File: src/rtl/hci_pkg.sv
// ---------------------------------------------------------------------------
// hci_pkg
// Shared widths and types for the HCI / TTI datapath blocks.
//   TtiRxDataWidth        width of one packed RX data word
//   TtiRxDescDataWidth    width of one RX descriptor
//   tti_rx_desc_t         RX descriptor layout
//   tti_rx_packer_state_e FSM states of tti_rx_packer
// ---------------------------------------------------------------------------
package hci_pkg;

    localparam int unsigned TtiRxDataWidth     = 32;
    localparam int unsigned TtiRxDescDataWidth = 32;

    // Largest byte count the descriptor length field can report.
    localparam logic [15:0] TtiRxLenMax = 16'hFFFF;

    typedef enum logic [1:0] {
        COLLECT = 2'd0,
        FLUSH   = 2'd1,
        DESC    = 2'd2
    } tti_rx_packer_state_e;

    typedef struct packed {
        logic [13:0] reserved;
        logic        len_ovf;
        logic        err;
        logic [15:0] data_length;
    } tti_rx_desc_t;

    function automatic tti_rx_desc_t tti_rx_desc_pack(input logic [15:0] len,
                                                      input logic        err,
                                                      input logic        ovf);
        tti_rx_desc_t d;
        d.reserved    = '0;
        d.len_ovf     = ovf;
        d.err         = err;
        d.data_length = len;
        return d;
    endfunction

endpackage

File: src/rtl/tti_rx_packer.sv
// ---------------------------------------------------------------------------
// tti_rx_packer
// Packs the received private-write byte stream little-endian into 32-bit
// words for the TTI RX data queue and, at end of transfer, emits one RX
// descriptor holding byte count, error and length-overflow flags.
//
// Ports
//   clk_i, rst_ni        clock, asynchronous active-low reset
//   in_valid_i/in_ready_o  byte-stream input beat handshake
//   in_byte_i            data byte (ignored on an end beat)
//   in_end_i             end-of-transfer beat, carries no data
//   in_err_i             transfer error, sampled on the end beat
//   rx_data_*            packed word output to the RX data queue
//   rx_desc_*            descriptor output to the RX descriptor queue
//   dbg_state_o          current FSM state, for observation only
//
// Handshakes: every interface transfers exactly on a clock edge where
// valid && ready are both high. A producer never drops valid, nor changes
// its payload, until that transfer has happened (reset excepted).
// ---------------------------------------------------------------------------
module tti_rx_packer
    import hci_pkg::*;
(
    input  logic                          clk_i,
    input  logic                          rst_ni,
    input  logic                          in_valid_i,
    output logic                          in_ready_o,
    input  logic [7:0]                    in_byte_i,
    input  logic                          in_end_i,
    input  logic                          in_err_i,
    output logic                          rx_data_valid_o,
    input  logic                          rx_data_ready_i,
    output logic [TtiRxDataWidth-1:0]     rx_data_o,
    output logic                          rx_desc_valid_o,
    input  logic                          rx_desc_ready_i,
    output logic [TtiRxDescDataWidth-1:0] rx_desc_o,
    output tti_rx_packer_state_e          dbg_state_o
);

    tti_rx_packer_state_e        r_state;
    tti_rx_packer_state_e        w_state_next;

    logic [TtiRxDataWidth-1:0]   r_acc;
    logic [1:0]                  r_lane;
    logic [15:0]                 r_len;
    logic                        r_err;
    logic                        r_ovf;
    logic [TtiRxDataWidth-1:0]   r_data;
    logic                        r_data_valid;

    logic                        w_in_ready;
    logic                        w_desc_valid;
    logic                        w_data_beat;
    logic                        w_end_beat;
    logic                        w_data_pop;
    logic                        w_desc_pop;
    tti_rx_desc_t                w_desc;

    // ---------------- FSM ----------------
    always_ff @(posedge clk_i or negedge rst_ni) begin
        if (!rst_ni) begin
            r_state <= COLLECT;
        end else begin
            r_state <= w_state_next;
        end
    end

    always_comb begin
        w_state_next = r_state;
        w_in_ready   = 1'b0;
        w_desc_valid = 1'b0;
        case (r_state)
            COLLECT: begin
                // A pending word blocks input, which is also what keeps an
                // end beat from overtaking an unaccepted full word.
                w_in_ready = !r_data_valid;
                if (in_valid_i && w_in_ready && in_end_i) begin
                    w_state_next = (r_lane != 2'd0) ? FLUSH : DESC;
                end
            end
            FLUSH: begin
                if (r_data_valid && rx_data_ready_i) begin
                    w_state_next = DESC;
                end
            end
            DESC: begin
                w_desc_valid = 1'b1;
                if (rx_desc_ready_i) begin
                    w_state_next = COLLECT;
                end
            end
            default: w_state_next = COLLECT;
        endcase
    end

    assign w_data_beat = in_valid_i && w_in_ready && !in_end_i;
    assign w_end_beat  = in_valid_i && w_in_ready && in_end_i;
    assign w_data_pop  = r_data_valid && rx_data_ready_i;
    assign w_desc_pop  = w_desc_valid && rx_desc_ready_i;

    // ---------------- byte-lane datapath ----------------
    always_ff @(posedge clk_i or negedge rst_ni) begin
        if (!rst_ni) begin
            r_acc        <= '0;
            r_lane       <= 2'd0;
            r_len        <= 16'd0;
            r_err        <= 1'b0;
            r_ovf        <= 1'b0;
            r_data       <= '0;
            r_data_valid <= 1'b0;
        end else begin
            if (w_data_pop) begin
                r_data_valid <= 1'b0;
            end

            if (w_data_beat) begin
                if (r_len != TtiRxLenMax) begin
                    r_len <= r_len + 16'd1;
                end
                // Flag set on the byte that brings the count to the maximum.
                if (r_len >= TtiRxLenMax - 16'd1) begin
                    r_ovf <= 1'b1;
                end
                if (r_lane == 2'd3) begin
                    // Last lane goes straight to the output register; the
                    // accumulator restarts empty for the next word.
                    r_data       <= {in_byte_i, r_acc[23:0]};
                    r_data_valid <= 1'b1;
                    r_acc        <= '0;
                end else begin
                    r_acc[{r_lane, 3'b000} +: 8] <= in_byte_i;
                end
                r_lane <= r_lane + 2'd1;
            end

            if (w_end_beat) begin
                r_err <= in_err_i;
                if (r_lane != 2'd0) begin
                    // Unused upper lanes are already zero in the accumulator.
                    r_data       <= r_acc;
                    r_data_valid <= 1'b1;
                    r_acc        <= '0;
                    r_lane       <= 2'd0;
                end
            end

            if (w_desc_pop) begin
                r_len  <= 16'd0;
                r_lane <= 2'd0;
                r_err  <= 1'b0;
                r_ovf  <= 1'b0;
            end
        end
    end

    assign w_desc = tti_rx_desc_pack(r_len, r_err, r_ovf);

    assign in_ready_o      = w_in_ready;
    assign rx_data_valid_o = r_data_valid;
    assign rx_data_o       = r_data;
    assign rx_desc_valid_o = w_desc_valid;
    assign rx_desc_o       = w_desc_valid ? w_desc : '0;
    assign dbg_state_o     = r_state;

endmodule

File: config.mk
export PLATFORM = sky130hd
export DESIGN_NAME = tti_rx_packer
export DESIGN_NICKNAME = d
export VERILOG_FILES = /design/src/rtl/hci_pkg.sv /design/src/rtl/tti_rx_packer.sv
export SDC_FILE = /design/constraint.sdc
export NUM_CORES = 1
export LEC_CHECK = 0
export CORE_ASPECT_RATIO = 0.7
export CORE_UTILIZATION = 56
export CTS_CLUSTER_DIAMETER = 120
export DETAILED_ROUTE_END_ITERATION = 8
export HOLD_SLACK_MARGIN = 0.05
export PLACE_DENSITY = 0.94
export SETUP_SLACK_MARGIN = 0.5
export SLEW_MARGIN = 15
export SYNTH_ARGS = -nofsm -noshare
export SYNTH_HDL_FRONTEND = slang
export SYNTH_SLANG_ARGS = --single-unit
File: constraint.sdc
create_clock -name clk_i -period 7.1 [get_ports clk_i]
set_input_delay 1.42 -clock clk_i [delete_from_list [all_inputs] [get_ports clk_i]]
set_output_delay 1.42 -clock clk_i [all_outputs]
set_load 0.005 [all_outputs]
# After elaboration in Yosys (flattened, before gate mapping)
# Index checks and enable logic that the tools add are counted.
# Widths: inputs -> output; s select.
word_totals:
  reg_bits: 87
  input_bits: 15
  out_inout_bits: 69
  wordCells: 73
classes:
  n_addsub: 3
  order_cmp: 1
  n_eq_ne: 7
  n_shift: 2
  mux: 34
  n_reduce_logical: 18
ops:
  columns: ["op", "count"]
  rows:
  - ["$mux 32", 8]
  - ["$mux 16", 3]
  - ["$bwmux 32", 1]
  - ["$shift 8x7->32 const A", 1]
  - ["$shiftx 8x7->32", 1]
  - ["$mux 18", 1]
  - ["$add 16x1->16 const B", 1]
  - ["$ge 16x16->1 const B", 1]
  - ["$mux 2", 8]
  - ["$ne 16x16->1 const B", 1]
  - ["$mux 1", 12]
  - ["$reduce_bool 2->1", 5]
  - ["$logic_and 1x1->1", 7]
  - ["$neg 5->7", 1]
  - ["$ne 2x2->1 const B", 3]
  - ["$pmux 2 s3", 1]
  - ["$eq 2x2->1 const B", 2]
  - ["$reduce_and 2->1", 2]
  - ["$reduce_and 3->1", 1]
  - ["$add 2x1->2 const B", 1]
  - ["$eq 2x1->1 const B", 1]
  - ["$logic_not 1->1", 2]
  - ["$logic_not 2->1", 1]

# Depth between registers and ports, before layout
logic_depth:
  ltp_word: 8
  ltp_mapped: 8
  mapped_depth_nobuf: 6

# Worst setup path after synthesis
# No wires, ideal clock.
synth_path:
  kind: "input port to flip-flop"
  from: "input port in_valid_i"
  to: "register r_data[10], in the netlist rx_data_o[10]"
  setup_ns: 0.125
  arrival_ns: 3.231
  t_required_ns: 6.975
  path_slack_ns: 3.745
  cell_stages: 7
  path_buffers: 3
  cell_sequence: "or4b_4 -> buf_6 -> or3_2 -> nand2_1 -> buf_2 -> buf_4 -> mux2_2"
synth_between:
  elab_chain_len: 5
  word_cells_on_any_way: 6
  cone_classes: "mux: 3; reduce/logical: 3"
synth_rtl:
  columns: ["item", "line", "source"]
  rows:
  - ["from (decl)", "tti_rx_packer.sv:26", "input logic in_valid_i,"]
  - ["$logic_and 1x1->1 (*)", "tti_rx_packer.sv:96, tti_rx_packer.sv:97", null]
  - ["$logic_and 1x1->1", "tti_rx_packer.sv:96", "assign w_data_beat = in_valid_i && w_in_ready && !in_end_i;"]
  - ["$mux 32", "tti_rx_packer.sv:116", "if (w_data_beat) begin"]
  - ["$mux 32", "tti_rx_packer.sv:138", "if (r_lane != 2'd0) begin"]
  - ["$mux 32 (*)", "tti_rx_packer.sv:136", "if (w_end_beat) begin"]
  - ["to (signal assigned)", "tti_rx_packer.sv:127", "r_data <= {in_byte_i, r_acc[23:0]};"]
  - ["to (signal assigned)", "tti_rx_packer.sv:140", "r_data <= r_acc;"]
  - ["to (decl)", "tti_rx_packer.sv:48", "logic [TtiRxDataWidth-1:0] r_data;"]
# Every way passes the cells marked *; elsewhere a longest branch is shown, timed or not.
# A chain may end at the register's enable or synchronous reset.

# Worst setup path after layout
layout_path:
  from: "input port in_valid_i"
  to: "register r_data[20], in the netlist rx_data_o[20]"
# The elaborated chain is that of the path after synthesis.

==> flow_summary.yaml <==
route:
  vias_per_cell: 6.21
  dr.pass1.iters: 5
  drcViolationCount: 0
  wl_um: 10300
  drtIter0Drc: 516
  antenna_left: 0
  vias: 3608
  wire_per_inst_um: 17.8
critical_path:
  critPathSlowestCell: "nand2_2"
  cp_num_buf_inv: 1
  critPathTopFamily: "simple AND/OR/NAND/NOR gates"
  cp-start-kind: "input port"
  cpPeakStageDelay_ps: 1040
  end_kind: "register"
  cp.arrival_ps: 4760
  crit_chain: "clkdlybuf4s50_1 > nor4b_2 > nand3_1 > nand2_2 > mux2_2"
  crit_type: "input port to register"
  required_ps: 7360
  crit_fanout: 56
clocking:
  ctsLongestPathBuffers: 2
  postCtsSetupRepairBufs: 0
  clkTransAtPathRegs_ps: 90
  clock-sinks: 87
  root_buffer: "clkbuf_8"
  hold_buffers: 0
  clk_latency_ps: 370
  cts_tree: "done"
  h-tree-depth: 3
  postCtsResizedCells: 0
  cts_made_buffers: 9
floorplanning:
  core_area_um2: 7290
  die_y_um: 74.7
  die_x_um: 106
  ioPinCount: 84
  start_util_pct: 58.0
  design.die.area_um2: 7900
  fp-row-count: 26
synthesis:
  synth-async-reset-ratio_pct: 100
  avgSynthCellArea_um2: 10.1
  synth_area_um2: 4230
  syn_inst: 419
  synth.distinct_cells: 43
  synth-edff-count: 0
  ys_seq_area_share_pct: 51.5
  ys_ff_latch: 87
  synth-main-ff-cell: "dfrtp_1"
  synth_warnings: 0
grt:
  grt_pass1_wl_um: 16000
  antenna_found_initial: 0
  grt_max_degree: 88
  grt_usage_pct: 26.7
  grt_overflow: 0
  grt_pass1_vias: 3171
place:
  place.detailed.hpwl_um: 6950
  gp_congestion: 0.895
  numPortBuffers: 69
run:
  cap_violations: 0
timing:
  rsz0062_at_grt: "false"
  tightestPinTransition_ps: 1120
  slew_viol_final: 0
  post-route-period-util_pct: 63.4
  fin_crit_ps: 4500
  tns_ps: 0
  fmax_ghz: 0.222
  fin_worst_skew_ps: 15.3
  setup_viol: 0
  hold_viol_final: 0
  slew_headroom_pct: 25.2
run_status:
  status: "complete, no violations"
final_layout:
  layout-drive-gt1-share_pct: 11.8
  num-nets-final: 501
  utilization_pct: 70.1
  final_common_cell: "dfrtp_1"
  antennaDiodeCount: 0
  area_delta_synth_final_pct: 20.9
  mostFrequentLayoutCells: "87 x dfrtp_1, 68 x clkdlybuf4s50_1, 47 x a21oi_1, 45 x nand2_1, 40 x nand3_1"
power_and_ir_drop:
  leakagePower_nw: 2.29
  irDropWorstVdd_uv: 157
  powerDensity_nw_per_um2: 299
min_path:
  hold_class: "register to register"
[worst paths after layout]
| check | start | to | slack (ps) | cells past startpoint |
|---|---|---|---|---|
| worst max-delay path | in_valid_i | rx_data_o[20]$_DFF_PN0_ | 2600 | 5 |
| worst min-delay path | rx_data_o[6]$_DFF_PN0_ | rx_data_o[6]$_DFF_PN0_ | 510 | 1 |
| worst max register to register | rx_data_valid_o$_DFF_PN0_ | rx_data_o[20]$_DFF_PN0_ | 3560 | 4 |
| worst min register to register | rx_data_o[6]$_DFF_PN0_ | rx_data_o[6]$_DFF_PN0_ | 510 | 1 |
| max in group asynchronous | rst_ni | r_len[11]$_DFFE_PN0P_ | 5520 | 2 |
| min in group asynchronous | rst_ni | rx_data_o[14]$_DFF_PN0_ | 960 | 1 |
[sequential cells by signal (all words and copies together) (netlist names)]
name / count
r_ovf: 1
rx_data_valid_o: 1
r_len: 16
rx_data_o: 32
r_acc: 32
r_err: 1
r_lane: 2
dbg_state_o: 2
[where the power goes]
part / switching (W) / total, W / internal [W]
sequential: 0.000101 / 0.000699 / 0.000598
combinational: 0.000267 / 0.000509 / 0.000241
clock: 0.000190 / 0.000320 / 0.000130
[layout make-up]
cell class / instances / area, um2
Fill cell: 494 / 2180
Sequential cell: 87 / 2180
Multi-Input combinational cell: 302 / 1880
Timing Repair Buffer: 70 / 716
Clock buffer: 9 / 124
Tap cell: 98 / 123
Clock inverter: 7 / 55.1
Inverter: 8 / 30.0
[Yosys cell counts, types with 4 or more instances]
library cell  number  area (um2)
clkbuf_1          13        48.8
mux2i_1           13         130
nand4_1           13        81.3
o21ai_0            5        25.0
and3_1             8        50.1
nor3_1            10        50.1
ha_1               8         100
or2_2              4        25.0
nand2_1           46         173
a21oi_1           47         235
and2_1            14        87.6
nor2_1            16        60.1
inv_1              8        30.0
or4_1              4        30.0
mux2_2            24         270
dfrtp_1           87        2180
buf_4             15         113
nand3_1           40         200
[per-layer routing]
metal	vias up	track usage [%]	wire (um)
li1	1584	-	-
met1	1745	36.3	4260
met2	238	42.8	4860
met3	41	6.15	923
met4	0	10.5	275
met5	-	0	0
[per-stage QoR]
step	total power (W)	cells	instance area [um2]	worst slack (ps)	hold slack [ps]
finish	0.00153	581	5110	2600	511
global route	0.00160	581	5110	2420	529
CTS	0.00151	580	5060	2740	516
detailed placement	0.00118	564	4880	2320	495
global placement	0.00116	564	4880	2520	490
floorplan	0.000973	432	4280	3740	454
[cells by family (layout without fill, tap and decap cells)]
family          after synthesis  after routing  share of synthesized area, %
xor+xnor                      1              1                         0.207
simple gates                176            176                          22.1
mux                          37             37                          9.47
flops                        87             87                          51.5
buf+inv                      43             94                          5.57
compound gates               66             66                          8.73
fa+ha+maj                     8              8                          2.37
other cells                   1             14                        0.0887
Power figures use the tool's default switching activity.
